--- src/rtl/uart_pkg.sv ---
// Shared UART definitions: receiver state encoding and the frame constants
// common to the baud generator, transmitter and receiver.
`timescale 1ns/1ps
package uart_pkg;

   localparam int unsigned UART_OVERSAMPLE = 16;
   localparam int unsigned UART_DATA_BITS  = 8;

   typedef enum logic [2:0] {
      IDLE,
      START,
      DATA,
      STOP,
      WAIT_IDLE
   } rx_state_t;

   function automatic logic maj3(input logic a, input logic b, input logic c);
      return (a & b) | (a & c) | (b & c);
   endfunction

endpackage

--- src/rtl/uart_sync2.sv ---
// Two-flop synchroniser for an asynchronous input, with a configurable reset
// value so an idle-high line does not look active coming out of reset.
`timescale 1ns/1ps
module uart_sync2 #(
   parameter logic RESET_VAL = 1'b1
) (
   input  logic clk,
   input  logic reset_n,
   input  logic d,
   output logic q
);

   logic meta_q;
   logic sync_q;

   always_ff @(posedge clk or negedge reset_n) begin
      if (!reset_n) begin
         meta_q <= RESET_VAL;
         sync_q <= RESET_VAL;
      end else begin
         meta_q <= d;
         sync_q <= meta_q;
      end
   end

   assign q = sync_q;

endmodule

--- src/rtl/uart_rx.sv ---
// 8N1 UART receiver: oversampled start detection, 3-sample majority voting per
// bit, and a valid/ready output register with framing and overrun reporting.
`timescale 1ns/1ps
module uart_rx
   import uart_pkg::*;
#(
   parameter int unsigned DATA_BITS  = UART_DATA_BITS,
   parameter int unsigned OVERSAMPLE = UART_OVERSAMPLE
) (
   input  logic                 clk,
   input  logic                 reset_n,
   input  logic                 baud_x16_tk,
   input  logic                 rx_serial,
   output logic [DATA_BITS-1:0] rx_data,
   output logic                 rx_valid,
   input  logic                 rx_ready,
   output logic                 frame_error,
   output logic                 overrun,
   output logic                 rx_busy
);

   localparam int unsigned CNT_W = $clog2(OVERSAMPLE);
   localparam int unsigned IDX_W = (DATA_BITS > 1) ? $clog2(DATA_BITS) : 1;
   localparam logic [CNT_W-1:0] CNT_SMP0 = CNT_W'(OVERSAMPLE / 2 - 1);
   localparam logic [CNT_W-1:0] CNT_SMP1 = CNT_W'(OVERSAMPLE / 2);
   localparam logic [CNT_W-1:0] CNT_DEC  = CNT_W'(OVERSAMPLE / 2 + 1);
   localparam logic [CNT_W-1:0] CNT_LAST = CNT_W'(OVERSAMPLE - 1);
   localparam logic [IDX_W-1:0] IDX_LAST = IDX_W'(DATA_BITS - 1);

   logic rx_s;

   uart_sync2 #(.RESET_VAL(1'b1)) u_sync (
      .clk     (clk),
      .reset_n (reset_n),
      .d       (rx_serial),
      .q       (rx_s)
   );

   rx_state_t            state_q,       state_d;
   logic [CNT_W-1:0]     cnt_q,         cnt_d;
   logic [IDX_W-1:0]     bit_idx_q,     bit_idx_d;
   logic [DATA_BITS-1:0] shreg_q,       shreg_d;
   logic [1:0]           smp_q,         smp_d;
   logic [DATA_BITS-1:0] rx_data_q,     rx_data_d;
   logic                 rx_valid_q,    rx_valid_d;
   logic                 frame_error_q, frame_error_d;
   logic                 overrun_q,     overrun_d;
   logic                 busy_q,        busy_d;

   logic maj;
   logic deliver;

   always_comb begin
      state_d       = state_q;
      cnt_d         = cnt_q;
      bit_idx_d     = bit_idx_q;
      shreg_d       = shreg_q;
      smp_d         = smp_q;
      rx_data_d     = rx_data_q;
      rx_valid_d    = rx_valid_q & ~rx_ready;
      frame_error_d = 1'b0;
      overrun_d     = 1'b0;
      deliver       = 1'b0;
      maj           = maj3(smp_q[1], smp_q[0], rx_s);

      if (baud_x16_tk) begin
         if (state_q == START || state_q == DATA || state_q == STOP) begin
            cnt_d = (cnt_q == CNT_LAST) ? '0 : cnt_q + 1'b1;
            if (cnt_q == CNT_SMP0) smp_d[1] = rx_s;
            if (cnt_q == CNT_SMP1) smp_d[0] = rx_s;
         end

         case (state_q)
            IDLE: begin
               if (!rx_s) begin
                  state_d = START;
                  cnt_d   = '0;
               end
            end
            START: begin
               if (cnt_q == CNT_DEC && maj) begin
                  state_d = IDLE;
                  cnt_d   = '0;
               end else if (cnt_q == CNT_LAST) begin
                  state_d   = DATA;
                  bit_idx_d = '0;
               end
            end
            DATA: begin
               if (cnt_q == CNT_DEC) shreg_d = {maj, shreg_q[DATA_BITS-1:1]};
               if (cnt_q == CNT_LAST) begin
                  if (bit_idx_q == IDX_LAST) state_d = STOP;
                  else bit_idx_d = bit_idx_q + 1'b1;
               end
            end
            STOP: begin
               // Leave at mid-stop so the next start edge can be caught early.
               if (cnt_q == CNT_DEC) begin
                  cnt_d = '0;
                  if (maj) begin
                     state_d = IDLE;
                     deliver = 1'b1;
                  end else begin
                     state_d       = WAIT_IDLE;
                     frame_error_d = 1'b1;
                  end
               end
            end
            WAIT_IDLE: begin
               if (rx_s) state_d = IDLE;
            end
            default: begin
               state_d = IDLE;
               cnt_d   = '0;
            end
         endcase
      end

      if (deliver) begin
         rx_valid_d = 1'b1;
         if (!rx_valid_q || rx_ready) rx_data_d = shreg_q;
         else overrun_d = 1'b1;
      end

      busy_d = (state_d != IDLE);
   end

   always_ff @(posedge clk or negedge reset_n) begin
      if (!reset_n) begin
         state_q       <= IDLE;
         cnt_q         <= '0;
         bit_idx_q     <= '0;
         shreg_q       <= '0;
         smp_q         <= '0;
         rx_data_q     <= '0;
         rx_valid_q    <= 1'b0;
         frame_error_q <= 1'b0;
         overrun_q     <= 1'b0;
         busy_q        <= 1'b0;
      end else begin
         state_q       <= state_d;
         cnt_q         <= cnt_d;
         bit_idx_q     <= bit_idx_d;
         shreg_q       <= shreg_d;
         smp_q         <= smp_d;
         rx_data_q     <= rx_data_d;
         rx_valid_q    <= rx_valid_d;
         frame_error_q <= frame_error_d;
         overrun_q     <= overrun_d;
         busy_q        <= busy_d;
      end
   end

   assign rx_data     = rx_data_q;
   assign rx_valid    = rx_valid_q;
   assign frame_error = frame_error_q;
   assign overrun     = overrun_q;
   assign rx_busy     = busy_q;

endmodule
--- config.mk ---
export PLATFORM = sky130hd
export DESIGN_NAME = uart_rx
export DESIGN_NICKNAME = d
export VERILOG_FILES = /design/src/rtl/uart_pkg.sv /design/src/rtl/uart_sync2.sv /design/src/rtl/uart_rx.sv
export SDC_FILE = /design/constraint.sdc
export NUM_CORES = 1
export LEC_CHECK = 0
export ABC_AREA = 0
export CORE_ASPECT_RATIO = 1.5
export CORE_MARGIN = 1.5
export CORE_UTILIZATION = 33
export CTS_CLUSTER_DIAMETER = 80
export DETAILED_ROUTE_END_ITERATION = 7
export HOLD_SLACK_MARGIN = 0.08
export SLEW_MARGIN = 40
export SYNTH_ARGS = -nofsm -noshare
export SYNTH_HDL_FRONTEND = slang
export SYNTH_SLANG_ARGS = --single-unit
--- constraint.sdc ---
create_clock -name clk -period 2.45 [get_ports clk]
set_clock_uncertainty 0.2 [all_clocks]
set_input_delay 0.245 -clock clk [delete_from_list [all_inputs] [get_ports clk]]
set_output_delay 0.245 -clock clk [all_outputs]
set_load 0.1 [all_outputs]
# After elaboration in Yosys (flattened, before gate mapping)
# Cells that the tools add are included.
[op_classes]
addsub = 2
n_eq_ne = 13
n_mux = 32
bitwise_logic = 7
reduce_logical = 14
[ops]
columns = ["cell", "n"]
rows = [
  ["two-way mux 3 bit", 13],
  ["two-way mux 4 bit", 5],
  ["case mux 4 bit (4 select lines)", 1],
  ["case mux 3 bit (5 select lines)", 1],
  ["== test 4 bit, second input constant", 3],
  ["two-way mux 1 bit", 11],
  ["AND reduction 3 bit", 3],
  ["== test 3 x 2 -> 1 bit, second input constant", 2],
  ["== test 3 bit, second input constant", 2],
  ["case mux 3 bit (2 select lines)", 1],
  ["AND reduction 6 bit", 1],
  ["adder 4 x 1 -> 4 bit, second input constant", 1],
  ["bitwise AND 1 bit", 4],
  ["== test 4 x 3 -> 1 bit, second input constant", 1],
  ["inequality test 2 x 1 -> 1 bit, second input constant", 2],
  ["inequality test 2 bit, second input constant", 2],
  ["adder 3 x 1 -> 3 bit, second input constant", 1],
  ["== test 3 x 1 -> 1 bit, second input constant", 1],
  ["zero test 3 bit", 1],
  ["logical OR 1 bit", 3],
  ["nonzero test 3 bit", 1],
  ["bitwise OR 1 bit", 2],
  ["AND reduction 2 bit", 1],
  ["nonzero test 2 bit", 1],
  ["4 further kinds", 4],
]
[totals]
ff_bits = 34
input_bits = 5
output_inout_bits = 12
elab_cells = 81

# Longest topological paths before layout
# Gate-level depths: netlist of the first run.
[logic_depth]
depth_word = 8
depth_mapped = 7
mapped_depth_nobuf = 7

# Modules after synthesis
# From an unflattened synthesis of the first run, not the netlist that was laid out.
[unflattened]
cells_unflattened = 142
area_unflattened_um2 = 1697.9
[modules_own_cells]
columns = ["module", "n_inst", "cells_each", "area_each_um2", "seq_area_each_um2"]
rows = [
  ["uart_rx", 1, 140, 1645.3, 800.8],
  ["uart_sync2", 1, 2, 52.6, 52.6],
]

# Worst setup path after synthesis of the first run
# Ideal clock, no wire load.
[synth_path]
path_kind = "register -> register"
start = "reg rx_valid_q, in the netlist rx_valid"
end = "reg rx_data_q[0], in the netlist rx_data[0]"
setup_time_ns = 0.126
t_arrival_ns = 1.721
t_required_ns = 2.124
setup_slack_ns = 0.403
path_stages_with_launch = 4
n_path_buf = 0
period_less_slack_ns = 2.047
path_cell_list = "dfrtp_1 -> nand2b_1 -> nand3_1 -> mux2_2"
[synth_between]
elab_chain_cells = 3
[synth_rtl]
columns = ["element", "line", "rtl"]
rows = [
  ["from (decl)", "uart_rx.sv:45", "logic rx_valid_q, rx_valid_d;"],
  ["from (signal assigned)", "uart_rx.sv:147", "rx_valid_q <= rx_valid_d;"],
  ["zero test 1 bit", "uart_rx.sv:121", "if (!rx_valid_q || rx_ready) rx_data_d = shreg_q;"],
  ["logical OR 1 bit", "uart_rx.sv:121", ""],
  ["AND reduction 2 bit (no source line)", "--", ""],
  ["to (signal assigned)", "uart_rx.sv:146", "rx_data_q <= rx_data_d;"],
  ["to (decl)", "uart_rx.sv:44", "logic [DATA_BITS-1:0] rx_data_q, rx_data_d;"],
]
# Every way passes these cells.
# A chain may end at the register's enable or synchronous reset.

# Worst setup path in the final report of the first run
[layout_path]
start = "reg cnt_q[1]"
end = "reg rx_data_q[1], in the netlist rx_data[1]"
[layout_between]
elab_chain_cells = 5
[layout_rtl]
columns = ["element", "line", "rtl"]
rows = [
  ["from (decl)", "uart_rx.sv:40", "logic [CNT_W-1:0] cnt_q, cnt_d;"],
  ["from (signal assigned)", "uart_rx.sv:142", "cnt_q <= cnt_d;"],
  ["== test 4 bit", "uart_rx.sv:98", "if (cnt_q == CNT_DEC) begin"],
  ["two-way mux 1 bit", "uart_rx.sv:98", ""],
  ["two-way mux 1 bit", "uart_rx.sv:73", "case (state_q)"],
  ["two-way mux 1 bit", "uart_rx.sv:66", "if (baud_x16_tk) begin"],
  ["AND reduction 2 bit (no source line)", "--", ""],
]
# Every way passes these cells.

==> results of run 1 <==
-- routing by layer --
| layer | global-route usage [%] | wire [um] | up-vias |
|---|---|---|---|
| met2 | 23.1 | 1670 | 36 |
| li1 | - | - | 514 |
| met5 | 0 | 0 | - |
| met1 | 16.0 | 1200 | 554 |
| met4 | 6.40 | 58 | 0 |
| met3 | 3.27 | 139 | 5 |
-- worst max-delay path: stages (launching register included) --
cell	delay, ns
dfrtp_1	0.44
inv_1	0.11
ha_1	0.19
nand4b_1	0.19
nor2_1	0.20
nand3_1	0.33
mux2_2	0.39
-- stage by stage --
step	worst slack [ns]	cells	hold slack, ns	area, um^2	power (W)
finish	0.290	216	0.157	1860	0.00137
global route	0.128	216	0.158	1860	0.00145
CTS	0.280	216	0.161	1860	0.00138
detailed placement	0.185	208	0.148	1770	0.000945
global placement	0.288	208	0.150	1770	0.000934
floorplan	0.403	129	-0.251	1560	0.000874
-- cell type report --
cell class | count | area [um^2] | share of cell area [%]
well taps | 64 | 80.1 | 4.30
flip-flops and latches | 34 | 853 | 45.8
multi-input cells | 87 | 667 | 35.8
inverters | 4 | 15.0 | 0.806
repair buffers | 19 | 153 | 8.19
clock inverters | 2 | 12.5 | 0.672
clock buffers | 6 | 82.6 | 4.43
-- state kept, by name, summed over array words and instances (netlist names) --
signal	count
state_q	3
rx_valid	1
cnt_q	4
smp_q	2
overrun	1
rx_busy	1
rx_data	8
bit_idx_q	3
u_sync.meta_q	1
shreg_q	8
u_sync.q	1
frame_error	1
-- power groups by stage --
| stage | combinational (W) | sequential, W | clock, W |
|---|---|---|---|
| final | 0.000251 | 0.000687 | 0.000431 |
| after detailed placement | 0.000250 | 0.000694 | 0 |
| after global placement | 0.000244 | 0.000691 | 0 |
| after global routing | 0.000284 | 0.000697 | 0.000471 |
| after CTS | 0.000251 | 0.000685 | 0.000447 |
| after floorplan | 0.000186 | 0.000688 | 0 |
-- path summary, 6_finish.rpt --
kind | from | to | slack [ns] | depth (start not counted)
max reg2reg | cnt_q[1]$_DFFE_PN0P_ | rx_data[1]$_DFFE_PN0P_ | 0.29 | 6
min in group clk | u_sync.meta_q$_DFF_PN1_ | u_sync.q$_DFF_PN1_ | 0.16 | 0
max in group asynchronous | reset_n | u_sync.q$_DFF_PN1_ | 1.55 | 2
max | cnt_q[1]$_DFFE_PN0P_ | rx_data[1]$_DFFE_PN0P_ | 0.29 | 6
min | reset_n | shreg_q[3]$_DFFE_PN0P_ | 0.16 | 2
min reg2reg | u_sync.meta_q$_DFF_PN1_ | u_sync.q$_DFF_PN1_ | 0.16 | 0
-- synthesized netlist by cell type, types with 2 or more instances --
library cell  count  area (um^2)
dfrtp_1          32          801
mux2_2           18          203
nand2_1           9         33.8
nor2_1            8         30.0
ha_1              5         62.6
a21oi_1           4         20.0
a22o_1            4         35.0
buf_2             4         20.0
inv_1             4         15.0
nand2b_1          4         25.0
nor3_1            3         15.0
a31oi_1           2         12.5
and2_1            2         12.5
dfstp_2           2         52.6
nand3_1           2         10.0
nand4_1           2         12.5
nor4_1            2         12.5
o21ai_0           2         10.0
o2bb2ai_1         2         17.5
o32a_1            2         20.0
-- cells by family after synthesis --
group	Yosys count	share of synthesized area (%)
simple gates	40	13.9
flops	34	54.9
compound gates	23	11.2
mux	18	13.0
buf+inv	8	2.25
fa+ha+maj	6	4.75
==> reports/metrics.cfg, run 1 <==
[outcome]
status=finished, final reports clean

[global_route]
grt_max_degree=35
grt_pass1_wl_um=5220
grt_pass1_vias=1101
antenna_found_initial=0
overflow=0
grtUsageTotal_pct=13.7

[floorplan]
dieArea_um2=5140
start_util_pct=34.2
core_area_um2=4540
die_y_um=87.1
num_rows=30
die_x_um=59.1
ios=17

[layout]
area_growth_pct=19.8
fillCellCount=441
final_common_cell=dfrtp_1
most-common-layout-cells=dfrtp_1 (32), mux2_2 (18), buf_4 (15)
final_nets=161
drive_above_1_share_pct=30.3
final_core_util_pct=41.0
antennaDiodeCount=0

[synth]
syn_avg_cell_area_um2=12.1
synth-edff-count=0
ys.flop_type=dfrtp_1
synth_area_um2=1560
ys_seq_area_share_pct=54.9
ys_ff_latch=34
postSynthNetCount=139
async_flop_share_pct=100
synth_cell_type_count=36
yosysWarnings=0
synthCells=129

[drt]
drc=0
routed_via_density=5.13
dr_total_vias=1109
drt_iter0_drc=37
finalWirelength_um=3060
first_pass_iters=4
antenna_left=0
wire_per_inst_um=14.2

[job]
maxCapViolations=0

[clock_network]
insertion_delay_ns=0.29
root_buffer=clkbuf_8
cts.sinks=34
htreeDepth=2
ctsResizeCount=0
cts_tree=built
max-clock-path-buffers=2
cts_hold_buf=0
postCtsSetupBuffers=0
path_clk_slew_ns=0.07
cts_buffers=5

[worst_setup_path]
critical_path_class=register to register
cp.arrival_ns=2.13
endpoint_kind=register
crit_fanout=8
worstPathRequired_ns=2.42
crit_path_start_kind=register

[pwr]
power.leakage_nw=0.901
clkPwrFrac_pct=31.5
combPwrFrac_pct=18.4
internal_power_w=0.000947
seq_power_share_pct=50.2
p_sw_w=0.000423
vdd_drop_max_mv=0.402
p_sw_share_pct=30.9
p_per_area_nw_per_um2=735

[placed_design]
hpwl_um=2220
port_buffers=16
gp_congestion=0.819

[sta]
final-hold-violation-count=0
maxSlewHeadroom_pct=68.6
fin_crit_ns=2.16
rsz0062_at_grt=no
drv_slew=0
fin_tns_setup_ns=0
report.final.setup_viol=0
fin_crit_sh_pct=88.2
fmax_mhz=463
worstMarginPinSlew_ns=0.466

[hold_path]
hp-class=input port to asynchronous set/reset pin

(Power assumes the default switching activity.)
==> run 2: changes to the inputs <==
- CTS_CLUSTER_SIZE: not set -> 16
- SETUP_SLACK_MARGIN: not set -> 0.3
- clock period: 2.45 -> 2.7 ns (I/O delays scaled with it)
==> reports/metrics.cfg, run 2 (synthesized netlist as in run 1, its figures left out) <==
[global_route]
grtUsageTotal_pct=13.1  ; was 13.7%
grt_pass1_wl_um=4950  ; was 5220 um
antenna_found_initial=0  ; unchanged
grt_max_degree=35  ; unchanged
grt_pass1_vias=1086  ; was 1101
overflow=0  ; unchanged

[pwr]
clkPwrFrac_pct=30.3  ; was 31.5%
p_sw_share_pct=31.5  ; was 30.9%
p_sw_w=0.000385  ; was 0.000423 W
p_per_area_nw_per_um2=663  ; was 735 nW/um^2
vdd_drop_max_mv=0.435  ; was 0.402 mV
power.leakage_nw=0.890  ; was 0.901 nW
combPwrFrac_pct=18.8  ; was 18.4%
seq_power_share_pct=50.9  ; was 50.2%
internal_power_w=0.000835  ; was 0.000947 W

[floorplan]
core_area_um2=4540  ; unchanged
die_y_um=87.1  ; unchanged
ios=17  ; unchanged
die_x_um=59.1  ; unchanged
start_util_pct=34.2  ; unchanged
num_rows=30  ; unchanged
dieArea_um2=5140  ; unchanged

[outcome]
status=finished, final reports clean  ; unchanged

[worst_setup_path]
critical_path_class=register to register  ; unchanged
r2r-start=cnt_q[1]$_DFFE_PN0P_  ; unchanged
crit_path_end=rx_data[3]$_DFFE_PN0P_  ; was rx_data[1]$_DFFE_PN0P_
worstPathRequired_ns=2.68  ; was 2.42 ns
endpoint_kind=register  ; unchanged
worstReg2RegEnd=rx_data[3]$_DFFE_PN0P_  ; was rx_data[1]$_DFFE_PN0P_
cp-startpoint=cnt_q[1]$_DFFE_PN0P_  ; unchanged
crit_fanout=8  ; unchanged
reg2reg_slack_ns=0.58  ; was 0.29 ns
reg2reg_depth=6  ; unchanged
cp.arrival_ns=2.09  ; was 2.13 ns
crit_path_start_kind=register  ; unchanged

[drt]
drc=0  ; unchanged
first_pass_iters=6  ; was 4
drt_iter0_drc=36  ; was 37
dr_total_vias=1104  ; was 1109
finalWirelength_um=3170  ; was 3060 um
routed_via_density=5.16  ; was 5.13
antenna_left=0  ; unchanged
wire_per_inst_um=14.8  ; was 14.2 um

[layout]
drive_above_1_share_pct=28.7  ; was 30.3%
area_growth_pct=18.3  ; was 19.8%
fillCellCount=455  ; was 441
final_common_cell=dfrtp_1  ; unchanged
most-common-layout-cells=dfrtp_1 (32), mux2_2 (18), buf_4 (13)  ; was dfrtp_1 (32), mux2_2 (18), buf_4 (15)
final_nets=159  ; was 161
antennaDiodeCount=0  ; unchanged

[sta]
final-hold-violation-count=0  ; unchanged
whs_ns=0.161  ; was 0.157 ns
fin_crit_sh_pct=78.4  ; was 88.2%
drv_slew=0  ; unchanged
worstMarginPinSlew_ns=0.499  ; was 0.466 ns
fin_tns_setup_ns=0  ; unchanged
fin_crit_ns=2.12  ; was 2.16 ns
rsz0062_at_grt=no  ; unchanged
fmax_mhz=473  ; was 463 MHz
maxSlewHeadroom_pct=66.6  ; was 68.6%
report.final.setup_viol=0  ; unchanged

[clock_network]
root_buffer=clkbuf_8  ; unchanged
insertion_delay_ns=0.29  ; about the same
postCtsSetupBuffers=0  ; unchanged
cts_hold_buf=0  ; unchanged
max-clock-path-buffers=2  ; unchanged
cts_tree=built  ; unchanged
cts_buffers=5  ; unchanged
path_clk_slew_ns=0.07  ; about the same
htreeDepth=2  ; unchanged
ctsResizeCount=0  ; unchanged
cts.sinks=34  ; unchanged

[hold_path]
hp-class=register to register  ; was input port to asynchronous set/reset pin
hp-start=u_sync.meta_q$_DFF_PN1_
holdPathStages=0

[job]
maxCapViolations=0  ; unchanged

[placed_design]
gp_congestion=0.828  ; was 0.819
hpwl_um=2290  ; was 2220 um
port_buffers=16  ; unchanged

==> run 2: metrics by stage <==
stage          cells  power [W]  instance area [um^2]  utilization (%)  setup WS [ns]
2_1_floorplan    129   0.000793                  1560                -          0.653
3_3_place_gp     206   0.000851                  1750             38.6          0.388
3_5_place_dp     206   0.000858                  1750             38.6          0.294
4_1_cts          214    0.00124                  1840             40.5          0.573
5_1_grt          214    0.00129                  1840             40.5          0.418
6_report         214    0.00122                  1840             40.5          0.584
==> run 2: final cells by class <==
type | count | area [um^2] | area share [%]
clock buffers | 6 | 72.6 | 3.95
clock inverters | 2 | 13.8 | 0.748
inverters | 4 | 15.0 | 0.816
multi-input cells | 87 | 667 | 36.3
flip-flops and latches | 34 | 853 | 46.4
well taps | 64 | 80.1 | 4.35
repair buffers | 17 | 138 | 7.48
==> run 2: power by group through the flow <==
stage | Sequential, W | Clock, W | Combinational (W)
after floorplan | 0.000624 | 0 | 0.000169
after global placement | 0.000628 | 0 | 0.000223
after detailed placement | 0.000628 | 0 | 0.000230
after CTS | 0.000619 | 0.000387 | 0.000230
after global routing | 0.000628 | 0.000407 | 0.000255
final | 0.000621 | 0.000370 | 0.000229
==> run 2: how the worst min path moves through the flow <==
stage | slack, ns | endpoint
6_report | 0.16 | u_sync.q$_DFF_PN1_
5_1_grt | 0.17 | u_sync.q$_DFF_PN1_
4_1_cts | 0.16 | u_sync.q$_DFF_PN1_
3_5_place_dp | 0.15 | u_sync.q$_DFF_PN1_
3_3_place_gp | 0.15 | u_sync.q$_DFF_PN1_
2_1_floorplan | -0.23 | bit_idx_q[0]$_DFFE_PN0P_
==> run 2: worst max-delay path, cell delays in order, from the launching register on <==
cell	delay, ns
dfrtp_1	0.42
inv_1	0.09
ha_1	0.19
nand4b_1	0.21
nor2_1	0.21
nand3_1	0.31
mux2_2	0.38
==> run 2: per-layer routing <==
metal  GRT usage, %  wire [um]  up-vias
met1           13.4       1270      545
li1               -          -      506
met5              0          0        -
met4           8.47         97        0
met3           3.27        129       13
met2           22.8       1680       40
==> run 3: changes to the inputs <==
- clock period: 2.7 -> 1.9 ns (I/O delays scaled with it)
==> reports/metrics.cfg, run 3 (synthesized netlist as in run 1, its figures left out) <==
[outcome]
status=finished with violations  ; was finished, final reports clean
violations=setup timing

[layout]
drive_above_1_share_pct=53.0  ; was 28.7%
layout.area.seq_um2=857  ; was 853 um^2
final_common_cell=buf_4  ; was dfrtp_1
multi_input_area_um2=855  ; was 667 um^2
area_growth_pct=53.8  ; was 18.3%
fillCellCount=379  ; was 455
final_core_util_pct=52.7  ; was 40.5%
antennaDiodeCount=0  ; unchanged
stdcell_count=245  ; was 214
most-common-layout-cells=buf_4 (33), dfrtp_1 (29), mux2_4 (17)  ; was dfrtp_1 (32), mux2_2 (18), buf_4 (13)
final_nets=190  ; was 159

[clock_network]
cts_buffers=5  ; unchanged
htreeDepth=2  ; unchanged
path_clk_slew_ns=0.08  ; was 0.07 ns
max-clock-path-buffers=2  ; unchanged
root_buffer=clkbuf_8  ; unchanged
cts.sinks=34  ; unchanged
cts_tree=built  ; unchanged
insertion_delay_ns=0.29  ; about the same

[worst_setup_path]
crit_path_start_kind=register  ; unchanged
cpMaxStageDelayCell=dfrtp_2  ; was dfrtp_1
slowest_delay_ns=0.45  ; was 0.42 ns
worstPathRequired_ns=1.93  ; was 2.68 ns
r2r-start=cnt_q[0]$_DFFE_PN0P_  ; was cnt_q[1]$_DFFE_PN0P_
worstReg2RegEnd=cnt_q[0]$_DFFE_PN0P_  ; was rx_data[3]$_DFFE_PN0P_
crit_chain=ha_4 > and3b_2 > a21o_1 > a221o_1 > nor2_2 > a31o_1  ; was inv_1 > ha_1 > nand4b_1 > nor2_1 > nand3_1 > mux2_2
crit_fanout=5  ; was 8
cp.arrival_ns=1.94  ; was 2.09 ns
reg2reg_depth=6  ; unchanged
reg2reg_slack_ns=-0.01  ; was 0.58 ns
critical_path_class=register to register  ; unchanged
endpoint_kind=register  ; unchanged

[hold_path]
hp-start=rx_serial  ; was u_sync.meta_q$_DFF_PN1_
min_to=u_sync.meta_q$_DFF_PN1_  ; was u_sync.q$_DFF_PN1_
hp-class=input port to register  ; was register to register
holdPathStages=1  ; was 0

[drt]
finalWirelength_um=3660  ; was 3170 um
first_pass_iters=4  ; was 6
drc=0  ; unchanged
wire_per_inst_um=14.9  ; was 14.8 um
drt_iter0_drc=63  ; was 36
dr_total_vias=1224  ; was 1104
antenna_left=0  ; unchanged
routed_via_density=5.00  ; was 5.16

[floorplan]
ios=17  ; unchanged
die_y_um=87.1  ; unchanged
die_x_um=59.1  ; unchanged
core_area_um2=4540  ; unchanged
start_util_pct=34.2  ; unchanged
dieArea_um2=5140  ; unchanged
num_rows=30  ; unchanged

[global_route]
antenna_found_initial=0  ; unchanged
overflow=0  ; unchanged
met1_usage_pct=19.5  ; was 13.4%
grt_max_degree=13  ; was 35
busiest_layer=met2  ; unchanged
grt_pass1_vias=1334  ; was 1086
grtUsageTotal_pct=16.4  ; was 13.1%
grt.met2_usage_pct=26.9  ; was 22.8%
grtUsageMet3_pct=4.01  ; was 3.27%
grt_pass1_wl_um=6310  ; was 4950 um

[sta]
worstMarginPinSlew_ns=0.408  ; was 0.499 ns
drv_slew=0  ; unchanged
fmax_mhz=523  ; was 473 MHz
maxSlewHeadroom_pct=72.7  ; was 66.6%
report.final.setup_viol=17  ; was 0
final-hold-violation-count=0  ; unchanged
fin_crit_sh_pct=101  ; was 78.4%
fin_tns_setup_ns=-0.117  ; was 0 ns
fin_ws_ns=-0.0131  ; was 0.584 ns
fin_crit_ns=1.91  ; was 2.12 ns
rsz0062_at_grt=yes  ; was no

[pwr]
power_w=0.00211  ; was 0.00122 W
vdd_drop_max_mv=0.561  ; was 0.435 mV
power.leakage_nw=1.17  ; was 0.890 nW
p_per_area_nw_per_um2=884  ; was 663 nW/um^2

[placed_design]
hpwl_um=2500  ; was 2290 um
port_buffers=16  ; unchanged
gp_congestion=0.857  ; was 0.828
dpl.cell_count=227  ; was 206

[job]
maxCapViolations=0  ; unchanged

==> run 3: cell count changes in the layout (fill, tap and decap cells not counted), sizes merged <==
cell,change
bufinv,+1
clkinvlp,+2
buf,+30
clkinv,-2
dlygate4sd3,+1
clkbuf,-1
==> run 3: cell type report <==
cell class                 instances  area share, %
multi-input combinational         87           35.7
clock inverter                     3           1.88
inverter                           4          0.628
timing repair buffer              48           19.7
sequential                        34           35.8
clock buffer                       5           2.88
tap                               64           3.35
==> run 3: worst max-delay path by stage <==
stage                                         from                endpoint  slack (ns)
after global placement                 baud_x16_tk  rx_data[6]$_DFFE_PN0P_        -0.1
after detailed placement               baud_x16_tk  rx_data[0]$_DFFE_PN0P_       -0.11
after floorplan           bit_idx_q[0]$_DFFE_PN0P_       rx_busy$_DFF_PN0_        0.10
after CTS                     cnt_q[0]$_DFFE_PN0P_    cnt_q[0]$_DFFE_PN0P_      -0.005
after global routing          cnt_q[1]$_DFFE_PN0P_  rx_data[7]$_DFFE_PN0P_       -0.09
final                         cnt_q[0]$_DFFE_PN0P_    cnt_q[0]$_DFFE_PN0P_       -0.01
==> run 3: power breakdown <==
part	switching [W]	total, W	internal [W]
Sequential	0.0000788	0.000871	0.000792
Clock	0.000281	0.000671	0.000390
Combinational	0.000290	0.000572	0.000282
Total	0.000650	0.00211	0.00146
==> run 3: critical path, delay by kind of cell, from the launching register on <==
family	cells	cell delay [ns]
compound gates	3	0.67
fa+ha+maj	1	0.19
simple gates	2	0.34
flops	1	0.45
==> run 3: through the flow <==
stage	hold slack (ns)	worst slack, ns	instance area (um^2)
2_1_floorplan	-0.306	0.103	1590
3_3_place_gp	0.150	-0.0991	2020
3_5_place_dp	0.149	-0.114	2020
4_1_cts	0.111	-0.00485	2320
5_1_grt	0.102	-0.0865	2390
6_report	0.116	-0.0131	2390
==> run 3: routing by layer <==
metal	routed length (um)	up-vias	share of wire, %
met1	1540	612	42
met2	1870	29	51
li1	-	573	-
met3	140	10	3.8
met4	119	0	3.3
met5	0	-	0
==> run 3: what timing repair did <==
action	CTS	global route
hold endpoints to repair	4	0
resized for setup	33	10
setup endpoints to repair	29	30
setup buffers	4	5
hold buffers	1	0
pin swaps	6	8
